===== config.mk =====
export PLATFORM = sky130hd
export DESIGN_NAME = line_buffer_ctrl
export DESIGN_NICKNAME = d
export VERILOG_FILES = /design/src/rtl/line_buffer_ctrl.sv
export SDC_FILE = /design/constraint.sdc
export NUM_CORES = 1
export LEC_CHECK = 0
export CORE_UTILIZATION = 41
export DETAILED_ROUTE_END_ITERATION = 8
export PLACE_DENSITY = 0.65
export SLEW_MARGIN = 20
export SYNTH_ARGS = -nofsm -noshare
export SYNTH_HDL_FRONTEND = slang
export SYNTH_SLANG_ARGS = --single-unit

===== constraint.sdc =====
create_clock -name clk -period 2.5 [get_ports clk]
set_input_delay 0.25 -clock clk [delete_from_list [all_inputs] [get_ports clk]]
set_output_delay 0.25 -clock clk [all_outputs]
set_load 0.02 [all_outputs]

===== src/rtl/line_buffer_ctrl.sv =====
// Sequencer for the 3x3 line-buffer window stage: drives line-buffer writes and
// emits one centred window (with zero-padding mask) per pixel of the frame.
module line_buffer_ctrl #(
   parameter int IMG_W    = 8,
   parameter int IMG_H    = 8,
   parameter int CNT_BITS = 8
) (
   input  logic                clk,
   input  logic                reset,
   input  logic                start,
   input  logic                in_valid,
   output logic                in_ready,
   output logic                lb_wr_en,
   output logic [CNT_BITS-1:0] lb_addr,
   output logic                lb_shift,
   output logic                win_valid,
   output logic [CNT_BITS-1:0] win_row,
   output logic [CNT_BITS-1:0] win_col,
   output logic [8:0]          pad_mask,
   output logic                busy,
   output logic                frame_done
);

   typedef enum logic [2:0] {
      ST_IDLE  = 3'd0,
      ST_FILL  = 3'd1,
      ST_RUN   = 3'd2,
      ST_EDGE  = 3'd3,
      ST_FLUSH = 3'd4
   } state_t;

   localparam logic [CNT_BITS-1:0] ZERO     = CNT_BITS'(0);
   localparam logic [CNT_BITS-1:0] ONE      = CNT_BITS'(1);
   localparam logic [CNT_BITS-1:0] TWO      = CNT_BITS'(2);
   localparam logic [CNT_BITS-1:0] LAST_COL = CNT_BITS'(IMG_W - 1);
   localparam logic [CNT_BITS-1:0] LAST_ROW = CNT_BITS'(IMG_H - 1);
   localparam logic [CNT_BITS-1:0] ROWS     = CNT_BITS'(IMG_H);

   // Taps of a window centred on (row, col) that fall outside the image.
   function automatic logic [8:0] calc_pad_mask(input logic [CNT_BITS-1:0] row,
                                                input logic [CNT_BITS-1:0] col);
      logic [8:0] m;
      m = 9'd0;
      if (row == ZERO) m = m | 9'h007;
      else             m = m;
      if (row == LAST_ROW) m = m | 9'h1C0;
      else                 m = m;
      if (col == ZERO) m = m | 9'h049;
      else             m = m;
      if (col == LAST_COL) m = m | 9'h124;
      else                 m = m;
      return m;
   endfunction

   state_t              state_r, state_nx_s;
   logic [CNT_BITS-1:0] ri_r, ci_r, fc_r;
   logic [CNT_BITS-1:0] ri_nx_s, ci_nx_s, fc_nx_s;
   logic                ready_s;
   logic                gen_s;
   logic [CNT_BITS-1:0] gen_row_s, gen_col_s;

   // Next-state, counter and window-generation logic.
   always_comb begin
      state_nx_s = state_r;
      ri_nx_s    = ri_r;
      ci_nx_s    = ci_r;
      fc_nx_s    = fc_r;
      ready_s    = 1'b0;
      gen_s      = 1'b0;
      gen_row_s  = ZERO;
      gen_col_s  = ZERO;
      case (state_r)
         ST_IDLE: begin
            if (start) begin
               state_nx_s = ST_FILL;
               ri_nx_s    = ZERO;
               ci_nx_s    = ZERO;
               fc_nx_s    = ZERO;
            end else begin
               state_nx_s = ST_IDLE;
            end
         end
         ST_FILL: begin
            ready_s = 1'b1;
            if (in_valid) begin
               if (ci_r == LAST_COL) begin
                  ci_nx_s    = ZERO;
                  ri_nx_s    = ri_r + ONE;
                  state_nx_s = ST_RUN;
               end else begin
                  ci_nx_s = ci_r + ONE;
               end
            end else begin
               ci_nx_s = ci_r;
            end
         end
         ST_RUN: begin
            ready_s = 1'b1;
            if (in_valid) begin
               // The window lags the input by one row and one column.
               if (ci_r != ZERO) begin
                  gen_s     = 1'b1;
                  gen_row_s = ri_r - ONE;
                  gen_col_s = ci_r - ONE;
               end else begin
                  gen_s = 1'b0;
               end
               if (ci_r == LAST_COL) begin
                  ci_nx_s    = ZERO;
                  ri_nx_s    = ri_r + ONE;
                  state_nx_s = ST_EDGE;
               end else begin
                  ci_nx_s = ci_r + ONE;
               end
            end else begin
               ci_nx_s = ci_r;
            end
         end
         ST_EDGE: begin
            // ri_r already points past the row just completed.
            gen_s     = 1'b1;
            gen_row_s = ri_r - TWO;
            gen_col_s = LAST_COL;
            if (ri_r < ROWS) begin
               state_nx_s = ST_RUN;
            end else begin
               state_nx_s = ST_FLUSH;
               fc_nx_s    = ZERO;
            end
         end
         ST_FLUSH: begin
            gen_s     = 1'b1;
            gen_row_s = LAST_ROW;
            gen_col_s = fc_r;
            if (fc_r == LAST_COL) begin
               state_nx_s = ST_IDLE;
               fc_nx_s    = ZERO;
               ri_nx_s    = ZERO;
               ci_nx_s    = ZERO;
            end else begin
               fc_nx_s = fc_r + ONE;
            end
         end
         default: begin
            state_nx_s = ST_IDLE;
         end
      endcase
   end

   // Line-buffer handshake is combinational so writes land in the accept cycle.
   always_comb begin
      in_ready = ready_s;
      lb_wr_en = in_valid & ready_s;
      lb_addr  = ci_r;
      lb_shift = in_valid & ready_s & (ci_r == LAST_COL);
   end

   // State and counter registers.
   always_ff @(posedge clk or posedge reset) begin
      if (reset) begin
         state_r <= ST_IDLE;
         ri_r    <= ZERO;
         ci_r    <= ZERO;
         fc_r    <= ZERO;
      end else begin
         state_r <= state_nx_s;
         ri_r    <= ri_nx_s;
         ci_r    <= ci_nx_s;
         fc_r    <= fc_nx_s;
      end
   end

   // Registered window outputs; coordinates and mask hold between windows.
   always_ff @(posedge clk or posedge reset) begin
      if (reset) begin
         win_valid  <= 1'b0;
         win_row    <= ZERO;
         win_col    <= ZERO;
         pad_mask   <= 9'd0;
         frame_done <= 1'b0;
         busy       <= 1'b0;
      end else begin
         win_valid  <= gen_s;
         frame_done <= gen_s & (gen_row_s == LAST_ROW) & (gen_col_s == LAST_COL);
         busy       <= (state_nx_s != ST_IDLE);
         if (gen_s) begin
            win_row  <= gen_row_s;
            win_col  <= gen_col_s;
            pad_mask <= calc_pad_mask(gen_row_s, gen_col_s);
         end else begin
            win_row  <= win_row;
            win_col  <= win_col;
            pad_mask <= pad_mask;
         end
      end
   end

endmodule


==> qor.yml <==
critPathTopFamily: "simple AND/OR/NAND/NOR gates"
critPathLaunch: "lb_addr[3]"
portBuffers: 41
rows: 31
dr_wl_met3_um: 364
wirelength_um: 7270
clock-sinks: 54
layout_common_cells: "dfrtp_1 (54), clkdlybuf4s50_1 (40), nand2_1 (38)"
drc_errors: 0
setup_viol: 0
dr.first_iter.drc_count: 136
fin_skew_ps: 11.9
hold_path_class: "in -> async"
worstReg2RegStart: "lb_addr[3]"
syn_nets: 349
ys_ff_latch: 54
start_util_pct: 42.2
ys_types: 57
path_clk_slew_ps: 110
clock-root-buffer: "clkbuf_8"
wire_per_inst_um: 14.7
worstSetupEndpointType: "primary output"
rsz0062_at_grt: "false"
die_y_um: 88.2
grt_usage_pct: 19.9
maxCapViolCount: 0
dieWidth_um: 88.2
cts_tree: "yes"
dpl.hpwl_um: 5380
async_reset_ff_share_pct: 100
period_needed_ps: 2390
power_leakage_nw: 1.69
grt_overflow: 0
final_common_cell: "dfrtp_1"
timing_worst_setup_path_type: "reg -> out"
vias_per_cell: 5.46
hold_violations: 0
ir_worst_vdd_mv: 0.726
max_stage_delay_ps: 590
crit_chain: "or4_4 -> nor2_1 -> nand4_1 -> nor2_2 -> clkdlybuf4s15_1"
cts_buffer_depth: 2
synth.avg_cell_area_um2: 9.07
finish.utilization_pct: 53.7
routed.top_layer: "met4"
max_freq_ghz: 0.418
cts_hold_buf: 0
ant_nets: 0
critical_path_required_ps: 2250
crit_buf_inv: 1
grt_pass1_wl_um: 11900
wl_met1_um: 3480
fin_tns_setup_ps: 0
postSynthCellCount: 336
tightestPinTransition_ps: 589
startpoint_type: "flop"
fin_crit_sh_pct: 95.6
power_density_mw_per_mm2: 1050
nNetsFinal: 409
place.gp.congestion: 0.860
dieArea_mm2: 0.00778
finalMaxSlewViolations: 0
synth-edff-count: 0
via_count: 2707
io_pins: 43
synth-main-ff-cell: "dfrtp_1"
grt_pass1_vias: 2414
crit_arrival_ps: 2140
drtPass1Iterations: 4
area_delta_synth_final_pct: 27.1
clock_latency_ps: 320
yosys_warnings: 0
antenna_found_initial: 0
ys_seq_area_share_pct: 44.4
slew_headroom_pct: 60.5
cts-htree-levels: 2
slowest_stage: "or4_4"
critPathMaxFanout: 5
met2_length_um: 3350
cts_made_buffers: 5
outcome: "finished clean"
netlist_area_mm2: 0.00305
grt_max_degree: 31
drive_gt1_share_pct: 16.6
coreArea_mm2: 0.00721
diodes: 0
-- logic make-up after synthesis --
| family | after synthesis | share of synthesized area (%) |
|---|---|---|
| mux | 3 | 0.986 |
| simple gates | 130 | 23.1 |
| buf+inv | 35 | 5.13 |
| other cells | 1 | 0.123 |
| flops | 54 | 44.4 |
| compound gates | 96 | 20.3 |
| fa+ha+maj | 9 | 3.70 |
| xor+xnor | 8 | 2.30 |
-- worst paths after layout --
path / endpoint / slack (ps) / cells past startpoint
worst max-delay path: lb_shift / 110 / 5
worst min-delay path: state_r[1] / 290 / 2
worst max register to register: ri_r[4] / 180 / 8
worst min register to register: win_col[6] / 490 / 1
max in group asynchronous: win_col[2] / 1670 / 3
min in group clk: win_col[6] / 490 / 1
-- sequential cells by signal (all words and copies together), names as in the netlist, 3 cells and up --
| name | count |
|---|---|
| ri_r | 8 |
| fc_r | 8 |
| pad_mask | 8 |
| state_r | 3 |
| win_row | 8 |
| lb_addr | 8 |
| win_col | 8 |
-- cells in the mapped netlist, types with 3 or more instances --
cell type,n,area (um^2)
a21oi_1,7,35.0
o21ai_1,11,55.1
mux2i_1,3,30.0
nand2b_1,5,31.3
a21o_1,7,52.6
and2_1,3,18.8
dfrtp_1,54,1350
and3_1,4,25.0
nor2_1,29,109
buf_2,5,25.0
inv_1,12,45.0
a31oi_1,4,25.0
nand3_1,14,70.1
o22ai_1,4,25.0
nand2_1,38,143
xnor2_1,6,52.6
o31ai_1,5,37.5
ha_1,9,113
o211ai_1,4,30.0
nor2b_1,4,25.0
nand4_1,5,31.3
nor3_1,6,30.0
clkbuf_1,14,52.6
o21ai_0,36,180
a211o_1,5,43.8
-- what timing repair did --
action / CTS / global route
gates resized for setup: 1 / 8
pin swaps: 0 / 2
endpoints found under the setup margin: 1 / 10
gates cloned: 0 / 0
buffers inserted: 0 / 1
-- metal layers --
metal | global-route usage, % | vias to the layer above
li1 | - | 1305
met3 | 2.83 | 7
met4 | 5.72 | 0
met5 | 0 | -
met2 | 30.6 | 72
met1 | 29.0 | 1323
-- per-stage QoR --
stage / cells / total power [mW] / worst slack, ps / hold WS [ps] / area, um^2
6_report: 496 / 4.08 / 109 / 292 / 3870
3_3_place_gp: 487 / 3.48 / 106 / 463 / 3730
2_1_floorplan: 336 / 2.63 / 36.3 / 464 / 3050
4_1_cts: 495 / 4.05 / 10.1 / 310 / 3820
5_1_grt: 496 / 4.34 / 10.8 / 351 / 3870
3_5_place_dp: 487 / 3.51 / 40.4 / 465 / 3730
-- where the power goes --
group | leakage [nW] | switching, mW | internal, mW | total [mW]
Sequential | 0.660 | 0.137 | 1.11 | 1.24
Clock | 0.0489 | 0.323 | 0.204 | 0.526
Combinational | 0.982 | 1.25 | 1.06 | 2.31
-- area by class of cell --
type / instances / area (um^2)
flip-flops and latches: 54 / 1350
multi-input cells: 247 / 1580
clock buffers: 5 / 68.8
clock inverters: 3 / 22.5
repair buffers: 75 / 678
well taps: 99 / 124
fillers: 672 / 3340
inverters: 13 / 48.8
No activity file was read; power rests on OpenSTA's default activity.
